## src/rtl/mips_cpu_muldiv_pkg.sv

```systemverilog
// -----------------------------------------------------------------------------
// mips_cpu_pkg
// Shared definitions for the HI/LO multiply/divide unit: operation and FSM
// encodings, the iteration count and a magnitude helper used when preparing
// signed operands.
// -----------------------------------------------------------------------------
package mips_cpu_pkg;

  localparam int unsigned MULDIV_ITERS = 32;

  typedef enum logic [1:0] {
    OP_MULT  = 2'b00,
    OP_MULTU = 2'b01,
    OP_DIV   = 2'b10,
    OP_DIVU  = 2'b11
  } muldiv_op_t;

  typedef enum logic [1:0] {
    ST_IDLE = 2'b00,
    ST_PREP = 2'b01,
    ST_ITER = 2'b10,
    ST_FIX  = 2'b11
  } muldiv_state_t;

  // Two's-complement magnitude of v when neg is set, v unchanged otherwise.
  function automatic logic [31:0] mag32(input logic [31:0] v, input logic neg);
    logic [31:0] r;
    if (neg) begin
      r = 32'd0 - v;
    end else begin
      r = v;
    end
    return r;
  endfunction

endpackage

```

## src/rtl/mips_cpu_muldiv_divstep.sv

```systemverilog
// -----------------------------------------------------------------------------
// mips_cpu_divstep
// One combinational restoring-division step.
//   pair_i    : {remainder[31:0], dividend/quotient[31:0]}
//   divisor_i : divisor magnitude
//   pair_o    : pair after shift-left, trial subtract and quotient-bit insert
// -----------------------------------------------------------------------------
module mips_cpu_divstep (
  input  logic [63:0] pair_i,
  input  logic [31:0] divisor_i,
  output logic [63:0] pair_o
);

  logic [32:0] rem_sh_s;  // remainder after the left shift, 33 bits wide
  logic        ge_s;
  logic [31:0] diff_s;

  // The shifted remainder can exceed 32 bits, so the compare uses all 33;
  // the difference always fits 32 bits whenever it is kept.
  always_comb begin
    rem_sh_s = pair_i[63:31];
    ge_s     = (rem_sh_s >= {1'b0, divisor_i});
    diff_s   = rem_sh_s[31:0] - divisor_i;
    if (ge_s) begin
      pair_o = {diff_s, pair_i[30:0], 1'b1};
    end else begin
      pair_o = {pair_i[62:0], 1'b0};
    end
  end

endmodule

```

## src/rtl/mips_cpu_muldiv.sv

```systemverilog
// -----------------------------------------------------------------------------
// mips_cpu_muldiv
// Iterative multiply/divide unit owning the HI/LO registers.
//   clk_i, reset_i (sync, active-high)
//   start_i, op_i[1:0], a_i[31:0], b_i[31:0] : operation request (IDLE only)
//   mthi_en_i, mtlo_en_i, wdata_i[31:0]      : MTHI/MTLO writes
//   busy_o : operation in flight, done_o : one-cycle result pulse
//   hi_o, lo_o : HI/LO registers
// Optional build macro MULDIV_FAST_MULT_EN: multiplies are computed in one
// combinational step in PREP and skip ITER (3-cycle latency). Divide is
// always iterative.
// -----------------------------------------------------------------------------
module mips_cpu_muldiv
  import mips_cpu_pkg::*;
(
  input  logic        clk_i,
  input  logic        reset_i,
  input  logic        start_i,
  input  logic [1:0]  op_i,
  input  logic [31:0] a_i,
  input  logic [31:0] b_i,
  input  logic        mthi_en_i,
  input  logic        mtlo_en_i,
  input  logic [31:0] wdata_i,
  output logic        busy_o,
  output logic        done_o,
  output logic [31:0] hi_o,
  output logic [31:0] lo_o
);

  localparam logic [4:0] LAST_STEP = 5'(MULDIV_ITERS - 1);

  muldiv_state_t state_q, state_d;
  muldiv_op_t    op_q, op_d;
  logic [31:0]   a_q, a_d, b_q, b_d;
  logic [31:0]   opnd_q, opnd_d;     // multiplicand or divisor magnitude
  logic [63:0]   acc_q, acc_d;
  logic [4:0]    cnt_q, cnt_d;
  logic          sa_q, sa_d, sb_q, sb_d;
  logic [31:0]   hi_q, hi_d, lo_q, lo_d;
  logic          done_q, done_d;

  logic          is_mul_s, is_signed_s;
  logic [32:0]   mul_sum_s;
  logic [63:0]   mul_next_s, div_next_s, prod_s;
  logic [31:0]   res_hi_s, res_lo_s;

  assign is_mul_s    = (op_q == OP_MULT) || (op_q == OP_MULTU);
  assign is_signed_s = (op_q == OP_MULT) || (op_q == OP_DIV);

  mips_cpu_divstep u_divstep (
    .pair_i    (acc_q),
    .divisor_i (opnd_q),
    .pair_o    (div_next_s)
  );

  // Shift-add multiply step; the 33-bit sum keeps its carry as the new MSB.
  always_comb begin
    mul_sum_s = {1'b0, acc_q[63:32]} + {1'b0, opnd_q};
    if (acc_q[0]) begin
      mul_next_s = {mul_sum_s, acc_q[31:1]};
    end else begin
      mul_next_s = {1'b0, acc_q[63:1]};
    end
  end

  // Sign correction and divide-by-zero override applied in FIX.
  always_comb begin
    if (sa_q ^ sb_q) begin
      prod_s = 64'd0 - acc_q;
    end else begin
      prod_s = acc_q;
    end
    if (is_mul_s) begin
      res_hi_s = prod_s[63:32];
      res_lo_s = prod_s[31:0];
    end else if (b_q == 32'd0) begin
      res_hi_s = a_q;
      res_lo_s = 32'd0;
    end else begin
      res_lo_s = mag32(acc_q[31:0], sa_q ^ sb_q);
      res_hi_s = mag32(acc_q[63:32], sa_q);
    end
  end

  // Next-state logic for the FSM, datapath and HI/LO.
  always_comb begin
    state_d = state_q;
    op_d    = op_q;
    a_d     = a_q;
    b_d     = b_q;
    opnd_d  = opnd_q;
    acc_d   = acc_q;
    cnt_d   = cnt_q;
    sa_d    = sa_q;
    sb_d    = sb_q;
    done_d  = 1'b0;
    if (mthi_en_i) begin
      hi_d = wdata_i;
    end else begin
      hi_d = hi_q;
    end
    if (mtlo_en_i) begin
      lo_d = wdata_i;
    end else begin
      lo_d = lo_q;
    end

    case (state_q)
      ST_IDLE: begin
        if (start_i) begin
          state_d = ST_PREP;
          op_d    = muldiv_op_t'(op_i);
          a_d     = a_i;
          b_d     = b_i;
        end else begin
          state_d = ST_IDLE;
        end
      end
      ST_PREP: begin
        sa_d  = is_signed_s & a_q[31];
        sb_d  = is_signed_s & b_q[31];
        cnt_d = 5'd0;
        // Multiplier / dividend sits in the low half and shifts out as the
        // product / quotient shifts in.
        if (is_mul_s) begin
          opnd_d = mag32(a_q, is_signed_s & a_q[31]);
          acc_d  = {32'd0, mag32(b_q, is_signed_s & b_q[31])};
        end else begin
          opnd_d = mag32(b_q, is_signed_s & b_q[31]);
          acc_d  = {32'd0, mag32(a_q, is_signed_s & a_q[31])};
        end
`ifdef MULDIV_FAST_MULT_EN
        if (is_mul_s) begin
          acc_d   = {32'd0, mag32(a_q, is_signed_s & a_q[31])} *
                    {32'd0, mag32(b_q, is_signed_s & b_q[31])};
          state_d = ST_FIX;
        end else begin
          state_d = ST_ITER;
        end
`else
        state_d = ST_ITER;
`endif
      end
      ST_ITER: begin
        if (is_mul_s) begin
          acc_d = mul_next_s;
        end else begin
          acc_d = div_next_s;
        end
        if (cnt_q == LAST_STEP) begin
          state_d = ST_FIX;
        end else begin
          cnt_d = cnt_q + 5'd1;
        end
      end
      ST_FIX: begin
        // Result takes priority over a same-cycle MTHI/MTLO.
        hi_d    = res_hi_s;
        lo_d    = res_lo_s;
        done_d  = 1'b1;
        state_d = ST_IDLE;
      end
      default: begin
        state_d = ST_IDLE;
      end
    endcase
  end

  // State and output registers with synchronous reset.
  always_ff @(posedge clk_i) begin
    if (reset_i) begin
      state_q <= ST_IDLE;
      op_q    <= OP_MULT;
      a_q     <= 32'd0;
      b_q     <= 32'd0;
      opnd_q  <= 32'd0;
      acc_q   <= 64'd0;
      cnt_q   <= 5'd0;
      sa_q    <= 1'b0;
      sb_q    <= 1'b0;
      hi_q    <= 32'd0;
      lo_q    <= 32'd0;
      done_q  <= 1'b0;
    end else begin
      state_q <= state_d;
      op_q    <= op_d;
      a_q     <= a_d;
      b_q     <= b_d;
      opnd_q  <= opnd_d;
      acc_q   <= acc_d;
      cnt_q   <= cnt_d;
      sa_q    <= sa_d;
      sb_q    <= sb_d;
      hi_q    <= hi_d;
      lo_q    <= lo_d;
      done_q  <= done_d;
    end
  end

  assign busy_o = (state_q != ST_IDLE);
  assign done_o = done_q;
  assign hi_o   = hi_q;
  assign lo_o   = lo_q;

endmodule

```

## config.mk

```make
export PLATFORM = sky130hd
export DESIGN_NAME = mips_cpu_muldiv
export DESIGN_NICKNAME = d
export VERILOG_FILES = /design/src/rtl/mips_cpu_muldiv_pkg.sv /design/src/rtl/mips_cpu_muldiv_divstep.sv /design/src/rtl/mips_cpu_muldiv.sv
export SDC_FILE = /design/constraint.sdc
export NUM_CORES = 1
export LEC_CHECK = 0
export ABC_CLOCK_PERIOD_IN_PS = 4700
export CAP_MARGIN = 30
export CORE_ASPECT_RATIO = 2
export CORE_MARGIN = 3
export CORE_UTILIZATION = 50
export DETAILED_ROUTE_END_ITERATION = 10
export PLACE_DENSITY = 0.7
export SYNTH_ARGS = -nofsm -noshare
export SYNTH_HDL_FRONTEND = slang
export SYNTH_SLANG_ARGS = --single-unit
export TNS_END_PERCENT = 50
```

## constraint.sdc

```tcl
create_clock -name clk_i -period 4.7 [get_ports clk_i]
set_clock_uncertainty 0.1 [all_clocks]
set_input_delay 0.47 -clock clk_i [delete_from_list [all_inputs] [get_ports clk_i]]
set_output_delay 0.47 -clock clk_i [all_outputs]
set_load 0.02 [all_outputs]
```

==> flow_summary.ini, run 1 <==
[floorplanning]
die_y_um = 277.1
ios = 169
core_area_mm2 = 0.03605
die_x_um = 141.5
die_area_mm2 = 0.03922
rows = 98
start_util_pct = 50.96

[clock_network]
clk_latency_ps = 560
holdBufCountCts = 0
cts_inserted_buffers = 25
clk_pin_slew_ps = 70
htreeDepth = 1
cts_tree = done
ctsResizeCount = 0
post_cts_buffers = 0
clockRootBuffer = clkbuf_16
clkSinkCount = 236
cts_buffer_depth = 3

[routing]
ant_nets = 0
drtIter0Drc = 1537
vias = 19700
wirelength_um = 78530
drt-wirelength-per-cell_um = 26.13
drt_pass1_iterations = 5
drcViolationCount = 0
vias_per_cell = 6.556

[global_route]
grt_pass1_wl_um = 116500
grt_usage_pct = 38.50
grt_pass1_vias = 19310
grt_max_degree = 80
overflow = 0
antenna_found_initial = 0

[synthesis]
synth_common_cells = nand2_1 (312), a21oi_1 (277), nor2_1 (252)
yosysMostFrequentCell = nand2_1
synth_seq_area_share_pct = 25.72
synth_warnings = 0
ys.flop_type = dfxtp_1
synth_top_area_share_pct = 25.72
syn_avg_cell_area_um2 = 7.366
yosys.area.top_type = dfxtp_1
synth_area_leaders = dfxtp_1 (26%), a21oi_1 (7.5%), nand2_1 (6.4%)
synth-seq-cells = 236
synthArstFlopShare_pct = 0
syn_inst = 2494
yosysUniqueCellTypes = 80
syn_area_mm2 = 0.01837
synth_edf_count = 0
syn_nets = 2674

[power]
p_leak_nw = 8.612
p_per_area_mw_per_mm2 = 525.0
clkPwrFrac_pct = 19.8
pwr-share-comb_pct = 55.4
p_sw_mw = 5.411
seqPwrFrac_pct = 24.8
intPower_mw = 5.693
peakVddDrop_mv = 0.5550
switching_share_pct = 48.73

[final_layout]
antenna_cells = 0
stdcell_area_mm2 = 0.02115
fin_nets = 2717
final_layout_size_suffix_gt1_share_pct = 6.654
area_growth_syn_to_layout_pct = 15.13

[worst_setup_path]
startpoint_type = register
arrival_ps = 4330
path_buf_inv = 2
required_ps = 5050
crit_fanout = 7
worstPathCellList = inv_1, ha_1, inv_1, fa_1, a21o_1, a221oi_1, o31a_1, o31ai_1, a2111oi_2, o31a_1, o2111ai_1, a211o_1, and3_1
slowest_delay_ps = 630
critPathTopFamily = compound AO/OA/AOI/OAI gates
end_kind = register
worst-setup-path-type = register to register
critPathSlowestCell = a2111oi_2

[run]
drv_cap = 0

[place]
dpl-instance-area_mm2 = 0.02026
port_buffers = 168
place.detailed.hpwl_um = 60130
gp_congestion = 1.054

[timing]
setup_viol = 0
finalHoldViolCount = 0
totalNegativeSetupSlack_ps = 0
drv_slew = 0
slew_headroom_pct = 33.36
max_clock_freq_ghz = 0.2509
fin_crit_sh_pct = 84.79
tightest_slew_ps = 993.6
period_needed_ps = 3985
rsz0062_at_grt = false

[status]
status = completed

[hold_path]
hold_path.class = input port to register
==> layer usage <==
metal | global-route usage [%] | wire length, um | up-vias
li1 | - | - | 9027
met1 | 38.31 | 25110 | 9290
met2 | 68.33 | 39490 | 1015
met3 | 6.048 | 5598 | 369
met4 | 32.29 | 8325 | 0
met5 | 0 | 0 | -
==> power groups by stage <==
stage | sequential (mW) | clock (mW) | combinational [mW]
2_1_floorplan | 2.64 | 0 | 4.04
3_3_place_gp | 2.77 | 0 | 5.90
3_5_place_dp | 2.78 | 0 | 5.96
4_1_cts | 2.74 | 2.20 | 5.99
5_1_grt | 2.78 | 2.27 | 6.56
6_report | 2.76 | 2.20 | 6.15
==> registers in the layout (all words and copies together) (netlist names) <==
signal,cells
b_q,32
sa_q,1
opnd_q,32
sb_q,1
hi_o,32
state_q,2
a_q,32
acc_q,64
done_o,1
lo_o,32
op_q,2
cnt_q,5
==> logic make-up after synthesis <==
group,after synthesis,synth area share [%]
xor+xnor,176,8.391
compound gates,763,26.05
flops,236,25.72
fa+ha+maj,77,5.326
simple gates,857,21.83
mux,109,7.015
buf+inv,276,5.673
==> final timing paths <==
kind             start        end  slack, ps  cells past startpoint
min reg2reg   lo_o[31]   lo_o[31]        390                      2
max          acc_q[31]  acc_q[60]        710                     13
min            reset_i  acc_q[14]        220                      2
max reg2reg  acc_q[31]  acc_q[60]        710                     13
==> through the flow <==
| step | power (mW) | std cells | hold slack (ps) | util [%] | setup WS (ps) |
|---|---|---|---|---|---|
| after CTS | 10.93 | 3004 | 221.3 | 58.62 | 827.2 |
| final | 11.10 | 3005 | 224.1 | 58.67 | 715.0 |
| after detailed placement | 8.740 | 2959 | 381.1 | 56.19 | 856.8 |
| after floorplan | 6.679 | 2494 | 355.4 | - | 1298 |
| after global routing | 11.61 | 3005 | 252.8 | 58.67 | 543.9 |
| after global placement | 8.667 | 2957 | 379.8 | 56.09 | 904.9 |
==> final cells by class <==
cell class	count	area [um2]
flip-flops and latches	236	4728
clock inverters	15	190.2
repair buffers	217	2073
well taps	450	563.0
clock buffers	30	684.4
multi-input cells	1982	12630
inverters	75	281.5
fillers	3413	14900
==> cells in the final DEF (no fill, tap or decap), drive strengths merged, types with 38 or more instances in the layout <==
cell           netlist  layout
a211oi              69      69
clkdlybuf4s50        0     165
nor2               252     252
buf                 26      52
xnor2               87      87
nand3               38      38
o21ai              143     143
xor2                89      89
mux2i               77      77
nand2              313     313
ha                  75      75
nor3                46      46
a21oi              277     277
dfxtp              236     236
inv                 73      75
(Power assumes the default switching activity.)
==> run 2: changes to the inputs <==
- ABC_CLOCK_PERIOD_IN_PS: 4700 -> 3700
- clock period: 4.7 -> 3.7 ns (I/O delays scaled with it)
==> flow_summary.ini, run 2 (synthesis results as in run 1) <==
[clock_network]
holdBufCountCts = 0
clkSinkCount = 236
cts_buffer_depth = 3
clk_pin_slew_ps = 70
cts_inserted_buffers = 25
clk_latency_ps = 570
htreeDepth = 1
clockRootBuffer = clkbuf_16
cts_tree = done

[timing]
finalWorstSetupSlack_ps = 127.9
rsz0062_at_grt = true
drv_slew = 0
slew_headroom_pct = 32.64
finalHoldViolCount = 0
max_clock_freq_ghz = 0.2799
fin_crit_sh_pct = 96.54
period_needed_ps = 3572
setup_viol = 0
tightest_slew_ps = 1010

[power]
switching_share_pct = 48.74
seqPwrFrac_pct = 23.7
clkPwrFrac_pct = 17.7
peakVddDrop_mv = 1.343
p_per_area_mw_per_mm2 = 667.9
pwr-share-comb_pct = 58.7
p_sw_mw = 7.099
p_leak_nw = 9.030
intPower_mw = 7.466

[place]
place.detailed.hpwl_um = 62470
gp_congestion = 1.054
dpl-instance-area_mm2 = 0.02098
port_buffers = 168
place_ws_ps = 35.02
place_inst = 3049

[global_route]
grt_max_degree = 72
grt_most_used_layer = met2
grt_pass1_vias = 19740
use_met1_pct = 38.93
grt_usage_pct = 39.81
grtUsageMet2_pct = 71.08
antenna_found_initial = 1
overflow = 0
met3_usage_pct = 5.789
grt_pass1_wl_um = 120200

[worst_setup_path]
crit_fanout = 7
startpoint_type = register
end_kind = register
arrival_ps = 3920
critPathSlowestCell = or4_1
path_buf_inv = 2
worstPathCellList = inv_1, buf_4, ha_1, nor3b_1, nand4b_1, or4_1, nor3b_1, a21oi_1, xnor2_1, and3_1, a2111oi_0
slowest_delay_ps = 600
worst-setup-path-type = register to register
cp_common_cell = nor3b_1
required_ps = 4050
critPathTopFamily = simple AND/OR/NAND/NOR gates

[routing]
drcViolationCount = 0
drtIter0Drc = 1859
drt_pass1_iterations = 8
vias = 20020
drt-wirelength-per-cell_um = 26.13
ant_nets = 0
vias_per_cell = 6.468
wirelength_um = 80860

[floorplanning]
ios = 169
core_area_mm2 = 0.03605
start_util_pct = 50.96
die_x_um = 141.5
die_y_um = 277.1
rows = 98
die_area_mm2 = 0.03922

[hold_path]
hold_path.class = input port to register

[final_layout]
stdcell_area_mm2 = 0.02181
final_cell_mix = nand2_1 (311), a21oi_1 (277), nor2_1 (250), dfxtp_1 (234), clkdlybuf4s50_1 (165)
fin_nets = 2806
final_layout_size_suffix_gt1_share_pct = 9.905
area_growth_syn_to_layout_pct = 18.72
largest_reg_flops = 64
regMostFlops = acc_q
post_layout_nonfiller_instances = 3095
antenna_cells = 0
final_common_cell = nand2_1

[run]
drv_cap = 0

[status]
status = completed
==> run 2: cell types whose count changed in the layout (fill, tap and decap cells not counted), moves of 2 or more <==
cell	delta
buf_12	+3
buf_4	+87
bufinv_16	-3
clkbuf_1	+4
clkinv_4	+2
==> run 2: final timing paths <==
| path | endpoint | from | cells past startpoint | slack, ps |
|---|---|---|---|---|
| max reg2reg | hi_o[24] | acc_q[33] | 11 | 130 |
| min reg2reg | lo_o[4] | lo_o[4] | 2 | 390 |
| min | lo_o[28] | reset_i | 2 | 100 |
| max | hi_o[24] | acc_q[33] | 11 | 130 |
==> run 2: worst register-to-register path, stage by stage (launching register included) <==
cell and delay (ps):
dfxtp_1 410, inv_1 140, buf_4 200, ha_1 250, nor3b_1 360, nand4b_1 280, or4_1 600, nor3b_1 390
a21oi_1 140, xnor2_1 130, and3_1 170, a2111oi_0 310
==> run 2: layout make-up <==
type                    instances  area, um2
clock buffers                  34      699.4
clock inverters                12      105.1
fillers                      3423      14240
inverters                      75      281.5
multi-input cells            1982      12660
flip-flops and latches        236       4730
well taps                     450      563.0
repair buffers                306       2771
==> run 2: metrics by stage <==
stage	TNS (ps)	power, mW	hold slack, ps	utilization (%)
after floorplan	0	8.485	355.4	-
after global placement	0	11.70	377.4	58.18
after detailed placement	0	11.77	378.0	58.18
after CTS	0	14.34	76.51	60.42
after global routing	-49.23	15.24	98.21	60.50
final	0	14.57	101.7	60.50
==> run 2: power by group through the flow <==
stage	registers (mW)	logic (mW)	clock network, mW
after floorplan	3.35	5.13	0
after global placement	3.47	8.23	0
after detailed placement	3.48	8.29	0
after CTS	3.42	8.33	2.59
after global routing	3.48	9.07	2.68
final	3.45	8.55	2.57
==> run 2: per-layer routing <==
metal | vias up | share of wire [%]
li1 | 9213 | -
met5 | - | 0.0087
met2 | 961 | 50
met3 | 371 | 6.3
met1 | 9473 | 32
met4 | 2 | 11
==> run 2: timing repair <==
action | 4_1_cts | 5_1_grt
buffers inserted | 0 | 0
endpoints found under the hold margin | 0 | 0
gates resized for setup | 0 | 7
setup endpoints to repair | 0 | 15
